$ cat config.mk
export PLATFORM = sky130hd
export DESIGN_NAME = pc_sequencer_flat
export DESIGN_NICKNAME = d
export VERILOG_FILES = /design/src/rtl/pc_sequencer_if.sv /design/src/rtl/pc_sequencer.sv /design/src/flat_wrapper.sv
export SDC_FILE = /design/constraint.sdc
export NUM_CORES = 1
export LEC_CHECK = 0
export CAP_MARGIN = 20
export CORE_UTILIZATION = 45
export DETAILED_ROUTE_END_ITERATION = 8
export GPL_ROUTABILITY_DRIVEN = 0
export PLACE_DENSITY_LB_ADDON = 0.3
export SKIP_CTS_REPAIR_TIMING = 1
export SLEW_MARGIN = 0
export SYNTH_ARGS = -nofsm -noshare
export SYNTH_HDL_FRONTEND = slang
export SYNTH_SLANG_ARGS = --single-unit
$ cat constraint.sdc
create_clock -name clk -period 8.7 [get_ports clk]
set_input_delay 1.74 -clock clk [delete_from_list [all_inputs] [get_ports clk]]
set_output_delay 1.74 -clock clk [all_outputs]
set_load 0.03 [all_outputs]
$ cat src/rtl/pc_sequencer_if.sv
// Fetch-side bus between the PC sequencer and its control/imem neighbours.
// slave = the sequencer, master = whatever drives decode/imem controls.
interface pc_sequencer_if;
    logic        imemReady;
    logic        stall;
    logic        branchEn;
    logic        branchTaken;
    logic        jumpEn;
    logic        jumpRegEn;
    logic [31:0] signedImmediate;
    logic [25:0] jumpIndex;
    logic [31:0] regTarget;
    logic        fetchValid;
    logic [31:0] pc;
    logic [31:0] pcPlus4;
    logic        misaligned;

    // Handshake: a fetch at pc is accepted on a rising edge where
    // fetchValid = 1, imemReady = 1 and stall = 0; only then are controls used.
    modport slave (
        input  imemReady, stall, branchEn, branchTaken, jumpEn, jumpRegEn,
        input  signedImmediate, jumpIndex, regTarget,
        output fetchValid, pc, pcPlus4, misaligned
    );

    modport master (
        output imemReady, stall, branchEn, branchTaken, jumpEn, jumpRegEn,
        output signedImmediate, jumpIndex, regTarget,
        input  fetchValid, pc, pcPlus4, misaligned
    );
endinterface

$ cat src/rtl/pc_sequencer.sv
// Program-counter sequencer: IDLE/FETCH/HALT FSM with jr/j/branch redirects.
// Define BRANCH_DELAY_SLOT_EN for MIPS delay-slot semantics (pending target).
module pc_sequencer #(
    parameter logic [31:0] RESET_VECTOR = 32'h0000_0000
) (
    input  logic              clk,
    input  logic              resetN,
    pc_sequencer_if.slave     bus,
    output logic [1:0]        dbgState
);
    typedef enum logic [1:0] {
        IDLE  = 2'd0,
        FETCH = 2'd1,
        HALT  = 2'd2
    } stateT;

    stateT       state;
    logic [31:0] pcReg;
    logic        fetchValidReg;
    logic        misalignedReg;
    logic [31:0] pcPlus4;
    logic [31:0] branchTarget;
    logic [31:0] jumpTarget;
    logic [31:0] redirectTarget;
    logic        redirect;
    logic        jrMisaligned;
    logic        advance;

`ifdef BRANCH_DELAY_SLOT_EN
    logic        pendingValid;
    logic [31:0] pendingTarget;
`endif

    always_comb begin
        pcPlus4      = pcReg + 32'd4;
        branchTarget = pcPlus4 + (bus.signedImmediate << 2);
        jumpTarget   = {pcPlus4[31:28], bus.jumpIndex, 2'b00};
        redirect     = bus.jumpRegEn | bus.jumpEn | (bus.branchEn & bus.branchTaken);
        jrMisaligned = bus.jumpRegEn && (bus.regTarget[1:0] != 2'b00);
        advance      = (state == FETCH) && bus.imemReady && !bus.stall;
        if (bus.jumpRegEn)
            redirectTarget = bus.regTarget;
        else if (bus.jumpEn)
            redirectTarget = jumpTarget;
        else
            redirectTarget = branchTarget;
    end

    always_ff @(posedge clk or negedge resetN) begin
        if (!resetN) begin
            state         <= IDLE;
            pcReg         <= RESET_VECTOR;
            fetchValidReg <= 1'b0;
            misalignedReg <= 1'b0;
`ifdef BRANCH_DELAY_SLOT_EN
            pendingValid  <= 1'b0;
            pendingTarget <= 32'h0;
`endif
        end else begin
            case (state)
                IDLE: begin
                    state         <= FETCH;
                    pcReg         <= RESET_VECTOR;
                    fetchValidReg <= 1'b1;
                end
                FETCH: begin
                    if (advance) begin
`ifdef BRANCH_DELAY_SLOT_EN
                        // The delay-slot advance only consumes the pending target.
                        if (pendingValid) begin
                            pcReg        <= pendingTarget;
                            pendingValid <= 1'b0;
                        end else if (jrMisaligned) begin
                            state         <= HALT;
                            fetchValidReg <= 1'b0;
                            misalignedReg <= 1'b1;
                        end else if (redirect) begin
                            pendingTarget <= redirectTarget;
                            pendingValid  <= 1'b1;
                            pcReg         <= pcPlus4;
                        end else begin
                            pcReg <= pcPlus4;
                        end
`else
                        // A misaligned jr halts with pc still at the jr itself.
                        if (jrMisaligned) begin
                            state         <= HALT;
                            fetchValidReg <= 1'b0;
                            misalignedReg <= 1'b1;
                        end else if (redirect) begin
                            pcReg <= redirectTarget;
                        end else begin
                            pcReg <= pcPlus4;
                        end
`endif
                    end
                end
                HALT: begin
                    fetchValidReg <= 1'b0;
                end
                default: begin
                    state         <= IDLE;
                    fetchValidReg <= 1'b0;
                end
            endcase
        end
    end

    assign bus.pc         = pcReg;
    assign bus.pcPlus4    = pcPlus4;
    assign bus.fetchValid = fetchValidReg;
    assign bus.misaligned = misalignedReg;
    assign dbgState       = state;
endmodule

$ cat src/flat_wrapper.sv
// flat-port wrapper written by rule: the top's interface ports become plain ports
module pc_sequencer_flat 
#(
    parameter logic [31:0] RESET_VECTOR = 32'h0000_0000
)
  (clk, resetN, dbgState, bus_imemReady, bus_stall, bus_branchEn, bus_branchTaken, bus_jumpEn, bus_jumpRegEn, bus_signedImmediate, bus_jumpIndex, bus_regTarget, bus_fetchValid, bus_pc, bus_pcPlus4, bus_misaligned);
  pc_sequencer_if bus_i ();
  input  logic clk;
  input  logic resetN;
  output logic [1:0] dbgState;
  input wire logic [$bits(bus_i.imemReady)-1:0] bus_imemReady;
  input wire logic [$bits(bus_i.stall)-1:0] bus_stall;
  input wire logic [$bits(bus_i.branchEn)-1:0] bus_branchEn;
  input wire logic [$bits(bus_i.branchTaken)-1:0] bus_branchTaken;
  input wire logic [$bits(bus_i.jumpEn)-1:0] bus_jumpEn;
  input wire logic [$bits(bus_i.jumpRegEn)-1:0] bus_jumpRegEn;
  input wire logic [$bits(bus_i.signedImmediate)-1:0] bus_signedImmediate;
  input wire logic [$bits(bus_i.jumpIndex)-1:0] bus_jumpIndex;
  input wire logic [$bits(bus_i.regTarget)-1:0] bus_regTarget;
  output wire logic [$bits(bus_i.fetchValid)-1:0] bus_fetchValid;
  output wire logic [$bits(bus_i.pc)-1:0] bus_pc;
  output wire logic [$bits(bus_i.pcPlus4)-1:0] bus_pcPlus4;
  output wire logic [$bits(bus_i.misaligned)-1:0] bus_misaligned;
  assign bus_i.imemReady = bus_imemReady;
  assign bus_i.stall = bus_stall;
  assign bus_i.branchEn = bus_branchEn;
  assign bus_i.branchTaken = bus_branchTaken;
  assign bus_i.jumpEn = bus_jumpEn;
  assign bus_i.jumpRegEn = bus_jumpRegEn;
  assign bus_i.signedImmediate = bus_signedImmediate;
  assign bus_i.jumpIndex = bus_jumpIndex;
  assign bus_i.regTarget = bus_regTarget;
  assign bus_fetchValid = bus_i.fetchValid;
  assign bus_pc = bus_i.pc;
  assign bus_pcPlus4 = bus_i.pcPlus4;
  assign bus_misaligned = bus_i.misaligned;
  pc_sequencer #(.RESET_VECTOR(RESET_VECTOR)) u_core (.clk(clk), .resetN(resetN), .bus(bus_i), .dbgState(dbgState));
endmodule
=== Word level (Yosys, flattened, before mapping) ===
Index checks and enable logic that the tools add are counted.

* Memory bits (writable): 0
* Bits in registers: 36
* Input bits: 98
* Output and inout bits: 68
* Memories kept: 0
* Bits in latches: 0
* Memory bits (read-only): 0

* Reductions and logical operators: 11
* Eq/ne operators: 5
* $mul: 0
* Multiplexer cells: 12
* Divide/modulo/power cells: 0
* Bitwise logic cells: 4
* Shift operators: 0
* Add/sub/neg operators: 2
* $lt $le $gt $ge: 0

{| class="wikitable"
|+ Operators with widths
! kind !! number
|-
| 2-to-1 mux 32 bit || 5
|-
| one-hot mux 32 bit (2 select lines) || 1
|-
| adder 32 x 3 -> 32 bit (second input constant) || 1
|-
| adder 32 bit || 1
|-
| AND reduction 3 bit || 3
|-
| one-hot mux 2 bit (3 select lines) || 1
|-
| 2-to-1 mux 2 bit || 2
|-
| != test 2 x 1 -> 1 bit (second input constant) || 2
|-
| nonzero test 2 bit || 2
|-
| logical AND 1 bit || 3
|-
| == test 2 x 1 -> 1 bit (second input constant) || 1
|-
| == test 2 bit (second input constant) || 1
|-
| zero test 2 bit || 1
|-
| 2-to-1 mux 1 bit || 2
|-
| != test 2 bit (second input constant) || 1
|-
| OR 1 bit || 2
|-
| one-hot mux 1 bit (2 select lines) || 1
|-
| AND reduction 2 bit || 1
|-
| AND 1 bit || 1
|-
| zero test 1 bit || 1
|-
| NOT 1 bit || 1
|}

=== Logic depth before layout (Yosys ltp) ===
Gate-level depths: netlist (run 1).

* Depth after elaboration: 8
* Mapped depth: 17
* Gate-level depth less buffers: 15

=== Worst setup path after synthesis (run 1) ===
OpenSTA, ideal clock, no wires.

* Path type: flip-flop to flip-flop
* Start point: register u_core.pcReg[2] (netlist: u_core.bus.pc[2])
* End point: register u_core.pcReg[25] (netlist: u_core.bus.pc[25])
* Stages on the path, launching flop included: 17
* Period minus slack after synthesis: 4.491 ns
* Required time: 8.590 ns
* Library setup time: 0.110 ns
* Buffers on the path: 1
* Slack: 4.209 ns
* Arrival: 4.380 ns
* Path through: dfrtp_1 > ha_1 > and3_2 > and3_1 > clkbuf_1 > and3_1 > and3_1 > xor2_1 > ha_1 > a21oi_1 > o21ai_0 > a31oi_1 > o21ai_1 > a31o_2 > a221oi_1 > xor2_1 > o41ai_1

* Longest elaborated chain between the ends: 8

{| class="wikitable"
|+ RTL lines
! item !! line !! source
|-
| start: declaration || pc_sequencer.sv:18 || <nowiki>logic [31:0] pcReg;</nowiki>
|-
| start signal: assignment || pc_sequencer.sv:91 || <nowiki>pcReg <= redirectTarget;</nowiki>
|-
| start signal: assignment || pc_sequencer.sv:93 || <nowiki>pcReg <= pcPlus4;</nowiki>
|-
| adder 32 x 3 -> 32 bit || pc_sequencer.sv:35 || <nowiki>pcPlus4 = pcReg + 32'd4;</nowiki>
|-
| net bus_pcPlus4[12] || flat_wrapper.sv:22 || <nowiki>output wire logic [$bits(bus_i.pcPlus4)-1:0] bus_pcPlus4;</nowiki>
|-
| adder 32 bit || pc_sequencer.sv:36 || <nowiki>branchTarget = pcPlus4 + (bus.signedImmediate << 2);</nowiki>
|-
| 2-to-1 mux 32 bit || pc_sequencer.sv:43 || <nowiki>else if (bus.jumpEn)</nowiki>
|-
| 2-to-1 mux 32 bit || pc_sequencer.sv:41 || <nowiki>if (bus.jumpRegEn)</nowiki>
|-
| 2-to-1 mux 32 bit || pc_sequencer.sv:90 || <nowiki>end else if (redirect) begin</nowiki>
|-
| 2-to-1 mux 32 bit || pc_sequencer.sv:86 || <nowiki>if (jrMisaligned) begin</nowiki>
|-
| 2-to-1 mux 32 bit || pc_sequencer.sv:67 || <nowiki>if (advance) begin</nowiki>
|-
| one-hot mux 32 bit (2 select lines) || pc_sequencer.sv:60 || <nowiki>case (state)</nowiki>
|}

The timed path passes the listed nets, and every way through them passes these cells. The select of a mux whose other input is x is not followed.
A chain may end at the register's enable or synchronous reset.

=== Final worst setup path (run 1) ===
* Start point: register u_core.pcReg[2] (netlist: u_core.bus.pc[2])
* End point: output bus_pcPlus4[18]

* Longest elaborated chain between the ends: 1

{| class="wikitable"
|+ RTL lines
! item !! line
|-
| adder 32 x 3 -> 32 bit || pc_sequencer.sv:35
|-
| end: declaration || flat_wrapper.sv:22
|}

No other way between the ends.

==> metrics.md, run 1 <==
| Metric | Value |
|---|---|
| Maximum vdd ir drop | between 100 and 150 µV |
| Worst Path Required | 6.96 ns |
| Die ar. | 10300 µm² |
| Post-synth EDFFs | 0 |
| Root buffer selected by CTS | clkbuf_8 |
| Inserted Diodes | 0 |
| Largest area contributor in the netlist | dfrtp_1 |
| Sequential element share of the synthesized area | 20.3% |
| Start point of the critical path | u_core.bus.pc[2] |
| Type of the worst setup path | flop to primary output |
| Initial Utilization | roughly 47% |
| Final instance count without filler cells | 855 |
| Reg-to-reg endpoint | u_core.bus.pc[25] |
| Antenna violations before repair | 0 |
| Drt pass-1 iters | 7 |
| Slowest stage delay, CP | 0.74 ns |
| Worst skew pair latency | 0.30 ns |
| CP most frequent cell | and3_1 |
| Layout area overhead | 40.6% |
| Worst path slowest cell | clkdlybuf4s50_1 |
| PD cells | 181 nW/µm² |
| Crit path time final | 5.01 ns |
| RSZ-0062 raised after global routing | no |
| Max Cap Violations | 0 |
| Hold EP | u_core.bus.fetchValid |
| Seq cells post-synth | 36 |
| Syn nets | 712 |
| Fin nets | 860 |
| Core area | 9420 µm² |
| CTS tree | done |
| Via/cell ratio | 6.12 |
| Hold Path Class | flop to flop |
| Adder-Cell Fraction of Synth Area | 10.6% |
| Distinct cells, synth | 63 |
| Syn avg cell area | 7.69 µm² |
| DRT antenna net count | 0 |
| Clock buffer depth | 2 |
| Critical path arrival | 3.27 ns |
| Synthesized-area fraction occupied by xor and xnor cells | 10.2% |
| Largest net degree at the start of global routing | 38 |
| Top cells by area, synth | dfrtp_1, ha_1, o21ai_0, xor2_1, nand2_1 |
| Vias in the first global route | 4902 |
| Top achievable clock speed | 200 MHz |
| Status | complete, no violations |
| Compound-gate portion of the synthesized area | around a third |
| Worst-path clk slew | around 0.08 ns |
| DR vias | 5229 |
| Worst Hold Depth | 1 |
| Main synth FF type | dfrtp_1 |
| Clock sink count | 36 |
| Proportion of synthesized area in mux cells | 1.41% |
| Cell Area, Synth | 4440 µm² |
| Detail Placement HPWL | 11900 µm |
| Die span in x | slightly above 100 µm |
| CP Max Fanout | 7 |
| Final WL | 15500 µm |
| Static Leak | 2.70 nW |
| Max-slew headroom | 28.8% |
| Post-Route Setup TNS | 0 ns |
| Mapped Cells | 577 |
| Worst flop-to-flop path startpoint | u_core.bus.pc[2] |
| DRC Markers | 0 |
| WL per Instance | 18.2 µm |
| GRT overflow | 0 |
| Cells on worst reg2reg path | 15 |
| Area share of and/or/nand/nor cells after synthesis | 21.0% |
| I/O pins | 166 |
| Crit. End Element | primary output |
| Least-Margin Pin Slew | 1.07 ns |
| Top cell type's share of synthesized area | 20.3% |
| Slew Viols, Final | 0 |
| Floorplan row count | 35 |
| 1st-iter DRT viols | 400 |
| Final Hold Fails | 0 |
| IO Port Bufs | ~160 |
| H-tree levels | 2 |
| Total of warnings raised by yosys | 0 |
| Ys async rst share | 100% |
| Largest family of logic cells by synthesized area | compound AO/OA/AOI/OAI gates |
| Hold slack final | 0.504 ns |
| Layout cell share with drive strength beyond 1 | 4.55% |
| Setup Viol. Count Final | 0 |
| Placed instance count | 846 |
| Global Route Usage Sum | 29.5% |
| Die height | 101 µm |
| Tcrit/Tclk final | a little under three fifths |
| Crit-path cells | ha_1 > and3_2 > and3_1 > and4_1 > and3_1 > nand3_1 > xnor2_1 > clkdlybuf4s50_1 |
| Clock buffer count from CTS | 5 |
| First-pass GRT wire length | between 20000 and 25000 µm |
| Clock Skew | roughly 0.0071 ns |
| HP Start | u_core.bus.fetchValid |
| Register-to-register setup slack | 4.12 ns |
| Critical Path Start Type | flop |
cells in the final DEF (no fill, tap or decap), types with 16 or more instances in the layout:
cell type	Yosys	routed
o21ai_0	62	62
xnor2_1	22	22
nand2_1	55	55
clkdlybuf4s50_1	0	162
inv_1	17	17
dfrtp_1	36	36
xor2_1	28	28
a21oi_1	41	41
ha_1	36	36
a21o_1	16	16
nor2_1	53	53
critical path, delay by kind of cell (launching register included):
| kind | cells | cell delay [ns] |
|---|---|---|
| XOR/XNOR | 1 | 0.32 |
| adder cells (fa/ha/maj) | 1 | 0.29 |
| buffers and inverters | 1 | 0.74 |
| flip-flops | 1 | 0.47 |
| AND/OR/NAND/NOR | 5 | 1.15 |
where the power goes:
group	total (W)	switching, W	internal (W)
combinational	0.000741	0.000421	0.000320
clock	0.000130	0.0000655	0.0000647
sequential	0.000259	0.0000610	0.000198
registers in the layout (all words and copies together), names as in the netlist:
signal,flops
u_core.bus.misaligned,1
u_core.dbgState,2
u_core.bus.pc,32
u_core.bus.fetchValid,1
cells by family (layout without fill, tap and decap cells):
family / after synthesis / in the layout
compound gates: 220 / 220
xor+xnor: 51 / 51
fa+ha+maj: 37 / 37
buf+inv: 44 / 193
flops: 36 / 36
mux: 6 / 6
simple gates: 183 / 183
how the worst max path moves through the flow:
stage | end | slack [ns]
after global routing | bus_pcPlus4[18] | 3.58
after floorplan | u_core.bus.pc[25] | 4.21
after CTS | bus_pcPlus4[18] | 3.74
after global placement | u_core.bus.pc[31] | 3.70
after detailed placement | u_core.bus.pc[31] | 3.66
final | bus_pcPlus4[18] | 3.69
layout make-up:
cell class,count,area (µm²)
Fill cell,825,3180
Inverter,17,63.8
Clock buffer,8,90.1
Multi-Input combinational cell,497,3360
Tap cell,129,161
Sequential cell,36,901
Timing Repair Buffer,168,1660
metrics by stage:
stage / instance area [µm²] / setup WS [ns] / util, % / power, W
finish: 6240 / 3.69 / 66.2 / 0.00113
global route: 6240 / 3.58 / 66.2 / 0.00119
global placement: 6140 / 3.70 / 65.2 / 0.000970
floorplan: 4440 / 4.21 / - / 0.000717
CTS: 6230 / 3.74 / 66.2 / 0.00112
detailed placement: 6140 / 3.66 / 65.2 / 0.000989
synthesized netlist by cell type (3+ instances only):
| cell | n |
|---|---|
| o21ai_0 | 62 |
| nand2_1 | 55 |
| nor2_1 | 53 |
| a21oi_1 | 41 |
| dfrtp_1 | 36 |
| ha_1 | 36 |
| xor2_1 | 28 |
| xnor2_1 | 22 |
| clkbuf_1 | 21 |
| inv_1 | 17 |
| a21o_1 | 16 |
| and3_1 | 13 |
| nand3_1 | 13 |
| o211ai_1 | 13 |
| a22oi_1 | 11 |
| a31oi_1 | 9 |
| a22o_1 | 8 |
| a221oi_1 | 7 |
| nor3_1 | 7 |
| and2_1 | 6 |
| and4_1 | 6 |
| nand4_1 | 6 |
| o221ai_1 | 6 |
| a211oi_1 | 5 |
| o21ai_1 | 5 |
| o21bai_1 | 5 |
| a211o_1 | 4 |
| buf_2 | 4 |
| mux2i_1 | 4 |
| nor2b_1 | 4 |
| o22ai_1 | 4 |
| a31o_2 | 3 |
| nand2b_1 | 3 |
| o31ai_1 | 3 |
per-layer routing:
layer	up-vias	global-route usage [%]	routed length, µm	share of wire [%]
met3	29	6.90	1540	9.9
met4	0	8.70	293	1.9
met2	313	50.1	7270	47
met5	-	0	0	0
li1	2447	-	-	-
met1	2440	37.1	6420	41
(Power assumes the default switching activity.)
==> run 2, diff against run 1 <==
CORE_UTILIZATION = 41   (was 45)
clock period = 4.1 ns   (was 8.7 ns; I/O delays follow)
==> metrics.md, run 2 (same netlist as run 1, synthesis figures left out) <==
| Metric | Value |
|---|---|
| Hold EP | u_core.bus.misaligned |
| Final core occ | 61.6% |
| GRT met1 Usage | a little over a third |
| HP Start | u_core.bus.misaligned |
| DRC Markers | 0 |
| DRT antenna net count | 0 |
| Worst skew pair latency | 0.29 ns |
| Maximum vdd ir drop | roughly 200 µV |
| Layout cell share with drive strength beyond 1 | 8.12% |
| DP Area | between 6000 and 7000 µm² |
| Max-slew headroom | 39.5% |
| Top achievable clock speed | 258 MHz |
| Worst-path clk slew | 0.08 ns |
| Crit path time final | 3.87 ns |
| Worst Hold Depth | 1 |
| Leading cell type in the layout, fill and taps excluded | clkdlybuf4s50_1 |
| Gr busiest metal | met2 |
| Sequential Area | 903 µm² |
| CP Max Fanout | 6 |
| H-tree levels | 2 |
| Setup ws final | 0.227 ns |
| Detail Placement HPWL | approximately 12000 µm |
| Cells on worst reg2reg path | 14 |
| Critical Path Start Type | flop |
| Layout area overhead | 44.8% |
| Crit. End Element | flop |
| Register-to-register setup slack | roughly 0.23 ns |
| Via/cell ratio | 6.06 |
| Fin nets | 874 |
| Die ar. | 11200 µm² |
| IO Port Bufs | roughly 160 |
| GRT overflow | 0 |
| Slew Viols, Final | 0 |
| Hold Path Class | flop to flop |
| Die height | 106 µm |
| Worst Path Required | about 4.3 ns |
| WL per Instance | 18.1 µm |
| Type of the worst setup path | flop to flop |
| First-pass GRT wire length | 25200 µm |
| Clock Skew | between 0.01 and 0.015 ns |
| Inserted Diodes | 0 |
| Reg-to-reg endpoint | u_core.bus.pc[25] |
| Post-Route Setup TNS | 0 ns |
| Least-Margin Pin Slew | 0.908 ns |
| Drt pass-1 iters | 6 |
| Status | complete, no violations |
| I/O pins | 166 |
| Final Hold Fails | 0 |
| Final WL | approximately 16000 µm |
| Tot Pwr | 0.00242 W |
| Clock sink count | 36 |
| Floorplan row count | 37 |
| Clock buffer depth | 2 |
| PD cells | 377 nW/µm² |
| Root buffer selected by CTS | clkbuf_8 |
| Setup Viol. Count Final | 0 |
| Tcrit/Tclk final | a little over nine tenths |
| Most frequent cells in the layout | clkdlybuf4s50_1, o21ai_0, nand2_1 |
| CTS tree | done |
| Fillers | about 910 |
| 1st-iter DRT viols | roughly 390 |
| Design Area, Final | 6420 µm² |
| Met3 Usage GRT | 6.50% |
| Vias in the first global route | 5013 |
| Largest net degree at the start of global routing | 37 |
| Die span in x | 106 µm |
| DR vias | 5300 |
| Clock buffer count from CTS | 5 |
| Met2 Use GR | between 40 and 50% |
| Worst flop-to-flop path startpoint | u_core.bus.pc[2] |
| Worst slack, placed | around 0.094 ns |
| Number of flip-flops in the largest register | 32 |
| Static Leak | 2.78 nW |
| Initial Utilization | between 40% and 50% |
| Max Cap Violations | 0 |
| Global Route Usage Sum | 28.0% |
| Antenna violations before repair | 0 |
| Multi-input gate area | 3440 µm² |
| Core area | 10400 µm² |
| Critical path arrival | 4.06 ns |
run 2: cell count changes in the layout (fill, tap and decap cells not counted), moves of 2 or more:
cell	delta
xor2_2	+2
dfrtp_1	-2
buf_4	+14
nor2_1	-2
dfrtp_2	+2
o21ai_0	-2
nor2_2	+2
xor2_1	-3
run 2: report_power, final:
part | total (W) | switching (W) | internal [W]
Clock | 0.000250 | 0.000134 | 0.000116
Sequential | 0.000540 | 0.000119 | 0.000421
Combinational | 0.00163 | 0.000918 | 0.000711
Total | 0.00242 | 0.00117 | 0.00125
run 2: worst max path at each step:
stage	slack, ns	to	cells past startpoint	startpoint
floorplan	-0.14	u_core.bus.pc[25]	15	u_core.bus.pc[3]
global placement	0.19	u_core.bus.pc[30]	15	u_core.bus.pc[2]
detailed placement	0.09	u_core.bus.pc[30]	15	u_core.bus.pc[2]
CTS	0.06	u_core.bus.pc[30]	15	u_core.bus.pc[2]
global route	-0.003	u_core.bus.pc[25]	15	u_core.bus.pc[2]
finish	0.23	u_core.bus.pc[25]	14	u_core.bus.pc[2]
run 2: worst max-delay path, stage by stage (launching register included):
cell and delay, ns:
dfrtp_2 0.46, ha_1 0.27, and3_2 0.24, and3_1 0.19, buf_4 0.16, xor2_1 0.21, ha_1 0.32, o21ai_1 0.33
nor2_1 0.12, a31oi_1 0.27, o21ai_1 0.17, a31o_2 0.30, a221oi_1 0.30, xor2_1 0.15, o41ai_2 0.28
run 2: final cells by class:
type | instances | area share, %
clock buffer | 6 | 1.13
multi-input combinational | 497 | 53.5
tap | 136 | 2.65
inverter | 17 | 0.994
clock inverter | 1 | 0.0779
timing repair buffer | 182 | 27.6
sequential | 36 | 14.1
run 2: stage by stage:
step | cells | hold WS [ns]
finish | 875 | 0.487
global route | 875 | 0.515
CTS | 875 | 0.491
detailed placement | 868 | 0.460
global placement | 868 | 0.458
floorplan | 577 | 0.524
run 2: layer usage:
metal  up-vias  share of wire [%]
li1       2480                  -
met4         0                2.4
met1      2477                 41
met3        38                9.8
met2       305                 47
met5         -                  0
==> run 3, diff against run 2 <==
CORE_ASPECT_RATIO = 0.75   (was unset)
==> metrics.md, run 3 (same netlist as run 1, synthesis figures left out) <==
| Metric | Value |
|---|---|
| DRT antenna net count | 0 |
| Post-Route Setup TNS | 0 ns |
| Detail Placement HPWL | 13000 µm |
| Hold slack final | slightly below 0.5 ns |
| Wire length on met2 | 7270 µm |
| Design Area, Final | ~6500 µm² |
| Cells on worst reg2reg path | 16 |
| Via/cell ratio | 6.13 |
| GRT overflow | 0 |
| Worst skew pair latency | 0.29 ns |
| Register-to-register setup slack | ~0.15 ns |
| Met3 wire len | roughly 1900 µm |
| Antenna violations before repair | 0 |
| DR vias | 5380 |
| Tot Pwr | 0.00260 W |
| Crit path time final | 3.95 ns |
| 1st-iter DRT viols | around 540 |
| Top sig layer | met4 |
| Tcrit/Tclk final | 96.4% |
| Hold Path Class | flop to flop |
| Max-slew headroom | 38.5% |
| Failing checks | design-rule violations |
| Crit-path cells | ha_2 > and3_2 > and3_1 > buf_4 > nand3_2 > nor2_1 > xor2_2 > ha_1 > a21o_1 > a21o_1 > a211o_1 > a211o_1 > o211ai_1 > o311a_1 > a32o_1 > nor2_1 |
| Drt pass-1 iters | 7 |
| Fin nets | 875 |
| Hold EP | u_core.bus.misaligned |
| Number of flip-flops in the largest register | 32 |
| CP Max Fanout | 6 |
| H-tree levels | 2 |
| PD cells | 400 nW/µm² |
| Worst flop-to-flop path startpoint | u_core.bus.pc[3] |
| Max Cap Violations | 0 |
| Clock buffer count from CTS | 5 |
| Core area | 10400 µm² |
| Layout area overhead | 46.6% |
| Reg-to-reg endpoint | u_core.bus.pc[31] |
| Die ar. | 11200 µm² |
| DP Area | 6310 µm² |
| IO Port Bufs | 163 |
| Cell family with most CP delay | compound AO/OA/AOI/OAI gates |
| Critical path arrival | 4.13 ns |
| Leading cell type in the layout, fill and taps excluded | clkdlybuf4s50_1 |
| Setup Viol. Count Final | 0 |
| Critical Path Start Type | flop |
| Floorplan row count | 32 |
| Met1 Wirelength | 7330 µm |
| Start point of the critical path | u_core.bus.pc[3] |
| Maximum vdd ir drop | 215 µV |
| HP Start | u_core.bus.misaligned |
| WP buf/inv | 1 |
| Worst Path Required | 4.28 ns |
| WL per Instance | ~19 µm |
| Crit. End Element | flop |
| First-pass GRT wire length | 26100 µm |
| CTS tree | done |
| Setup ws final | 0.149 ns |
| I/O pins | ~170 |
| Final WL | 16800 µm |
| Least-Margin Pin Slew | 0.923 ns |
| DRC Markers | 1 |
| Worst Hold Depth | 1 |
| Initial Utilization | 42.6% |
| RSZ-0062 raised after global routing | yes |
| Root buffer selected by CTS | clkbuf_16 |
| Clock Skew | about 0.0077 ns |
| Largest net degree at the start of global routing | 37 |
| Slowest stage delay, CP | 0.43 ns |
| Most frequent cells in the layout | clkdlybuf4s50_1, o21ai_0, nand2_1 |
| Clock buffer depth | 2 |
| Slew Viols, Final | 0 |
| Type of the worst setup path | flop to flop |
| Static Leak | roughly 2.8 nW |
| Die span in x | 122 µm |
| Global Route Usage Sum | 29.6% |
| Final Hold Fails | 0 |
| Layout cell share with drive strength beyond 1 | 8.50% |
| Top achievable clock speed | 253 MHz |
| Inserted Diodes | 0 |
| Worst-path clk slew | 0.06 ns |
| Clock sink count | 36 |
| Worst path slowest cell | dfrtp_1 |
| Vias in the first global route | 5036 |
| Worst slack, placed | 0.0538 ns |
| Fillers | 900 |
| Status | finished with violations |
| Die height | a little over 90 µm |
[run 3: cell count changes in the layout (fill, tap and decap cells not counted), sizes merged]
| cell | previous run | this run |
|---|---|---|
| dlymetal6s2s | 0 | 1 |
| clkinv | 1 | 2 |
| buf | 20 | 21 |
| clkdlybuf4s50 | 162 | 161 |
[run 3: worst reg2reg max path: cells and delay by family, from the launching register on]
family	cells	cell delay [ns]
simple gates	5	0.98
buf+inv	1	0.18
compound gates	7	1.53
xor+xnor	1	0.20
fa+ha+maj	2	0.54
flops	1	0.43
[run 3: metrics by stage]
| step | cells | utilization [%] |
|---|---|---|
| after global routing | 877 | 62.5 |
| after floorplan | 577 | - |
| after CTS | 877 | 62.1 |
| final | 877 | 62.5 |
| after detailed placement | 869 | 60.6 |
| after global placement | 869 | 60.6 |
[run 3: how the worst max path moves through the flow]
| stage | to | slack (ns) | depth (start not counted) |
|---|---|---|---|
| after detailed placement | u_core.bus.pc[25] | 0.05 | 15 |
| after floorplan | u_core.bus.pc[25] | -0.14 | 15 |
| after global placement | u_core.bus.pc[25] | 0.20 | 15 |
| final | u_core.bus.pc[31] | 0.15 | 16 |
| after global routing | u_core.bus.pc[29] | -0.01 | 15 |
| after CTS | u_core.bus.pc[25] | -0.03 | 15 |
[run 3: where the power goes]
part           leakage (nW)  internal [W]  switching [W]
clock                0.0766      0.000240       0.000162
combinational          2.29      0.000716       0.000935
sequential            0.464      0.000422       0.000126
[run 3: layer usage]
metal	GRT usage [%]	up-vias
li1	-	2486
met1	41.6	2534
met2	44.3	331
met3	7.40	29
met4	8.94	0
met5	0	-
[run 3: layout make-up]
type | instances | area, µm² | area share [%]
Clock buffer | 6 | 139 | 2.14
Sequential cell | 36 | 905 | 13.9
Inverter | 17 | 63.8 | 0.981
Clock inverter | 2 | 10.0 | 0.154
Tap cell | 136 | 170 | 2.62
Timing Repair Buffer | 183 | 1780 | 27.4
Multi-Input combinational cell | 497 | 3440 | 52.8
==> RTL change: new RTL, flow settings as in run 3 <==
Build with the macro `BRANCH_DELAY_SLOT_EN` defined.
--- a/src/rtl/pc_sequencer.sv
+++ b/src/rtl/pc_sequencer.sv
@@ -1,5 +1,7 @@
 // Program-counter sequencer: IDLE/FETCH/HALT FSM with jr/j/branch redirects.
 // Define BRANCH_DELAY_SLOT_EN for MIPS delay-slot semantics (pending target).
+`define BRANCH_DELAY_SLOT_EN
+
 module pc_sequencer #(
     parameter logic [31:0] RESET_VECTOR = 32'h0000_0000
 ) (
Behaviour: not the same (Yosys sat finds a counterexample within 4 cycles, from zero or initial values and one cycle with resetN low).
==> RTL change against run 3 <==
- synthesized cell count is 23% higher
- total power grew 140%
- area after synthesis grew 29%
- sequential cell count up 33
- first-iteration DRC count increased by 14%
- routed wire length increased by 21%
- design area is 22% higher
- the run still ends with DRC left
- combinational power is 140% higher
- worst setup slack worse by 83 ps
- largest power group unchanged
- critical endpoint is now bus_pcPlus4[19]
==> RTL change: results <==
export IMPL_layout_drive_gt1_share_pct=9.31
export IMPL_cts_buffers=9
export IMPL_grt_util_all_layers_pct=28.1
export IMPL_grt_pass1_vias=6033
export IMPL_violations="DRC"
export IMPL_nNetsFinal=998
export IMPL_whs_ps=471
export IMPL_critPathMaxStageDelay_ps=770
export IMPL_rr_endpoint="u_core.pendingTarget[26]"
export IMPL_yosys_cell_count_top_type="nor2_1"
export IMPL_grt_pass1_wl_um=31900
export IMPL_synth_nets=843
export IMPL_final_setup_skew_ps=5.48
export IMPL_timing_rr_start="u_core.bus.pc[8]"
export IMPL_vdd_ir_drop_max_uv=309
export IMPL_drtIter0Drc=617
export IMPL_synthXorXnorAreaFrac_pct=8.17
export IMPL_maxSlewHeadroom_pct=38.4
export IMPL_synth_compound_area_share_pct=28.2
export IMPL_synth_mux_area_fraction_pct=1.25
export IMPL_worstSkewPairLatency_ps=340
export IMPL_status="finished, violations left"
export IMPL_fillers=1157
export IMPL_wl_um=20300
export IMPL_yosysSeqAreaShare_pct=30.3
export IMPL_viasPerCell=6.04
export IMPL_post_route_drc_count=21
export IMPL_synth_common_cells="92 x nor2_1, 77 x o21ai_0, 69 x dfrtp_1"
-- RTL change: cell count changes in the layout (fill, tap and decap cells not counted), sizes merged, moves of 7 or more --
cell and delta:
a22o -8, nand2 +9, nor2 +39, o211ai -7
a221oi +9, dfrtp +33, a21oi +9, buf +7
o21ai +17
-- RTL change: per-layer routing --
layer,GRT usage [%],vias up,wire (µm)
met3,6.17,31,1950
met5,0,-,0
met2,42.0,355,8730
li1,-,2896,-
met4,8.83,0,309
met1,40.2,3006,9340
-- RTL change: cell type report --
type                            count  area (µm²)  share of cell area, %
Timing Repair Buffer              189        1820                   22.9
Multi-Input combinational cell    585        3840                   48.4
Clock inverter                      4        47.5                  0.599
Inverter                           11        41.3                  0.520
Sequential cell                    69        1730                   21.8
Clock buffer                       12         246                   3.11
Tap cell                          171         214                   2.70
-- RTL change: per-stage QoR --
step	setup slack (ps)	cell area [µm²]	setup TNS (ps)	std cells	util [%]
after floorplan	-39.2	5730	-39.2	710	-
after global placement	25.0	7550	0	1021	56.8
after detailed placement	-78.4	7550	-103	1021	56.8
after CTS	-9.12	7840	-9.12	1037	59.0
after global routing	-2.65	7940	-2.65	1041	59.7
final	65.7	7940	0	1041	59.7
-- RTL change: worst max-delay path by stage --
stage	start	to	slack [ps]
final	u_core.bus.pc[11]	bus_pcPlus4[19]	70
after global routing	u_core.bus.pc[2]	u_core.pendingTarget[30]	-3
after CTS	u_core.bus.pc[2]	u_core.pendingTarget[31]	-9
after detailed placement	bus_signedImmediate[0]	u_core.pendingTarget[26]	-80
after global placement	bus_signedImmediate[0]	u_core.pendingTarget[28]	20
after floorplan	u_core.bus.pc[2]	u_core.pendingTarget[31]	-40
-- RTL change: power breakdown --
part           total [µW]  switching, µW  internal, µW
Clock                 797            310           486
Combinational        4000           2340          1660
Sequential           1360            368           990
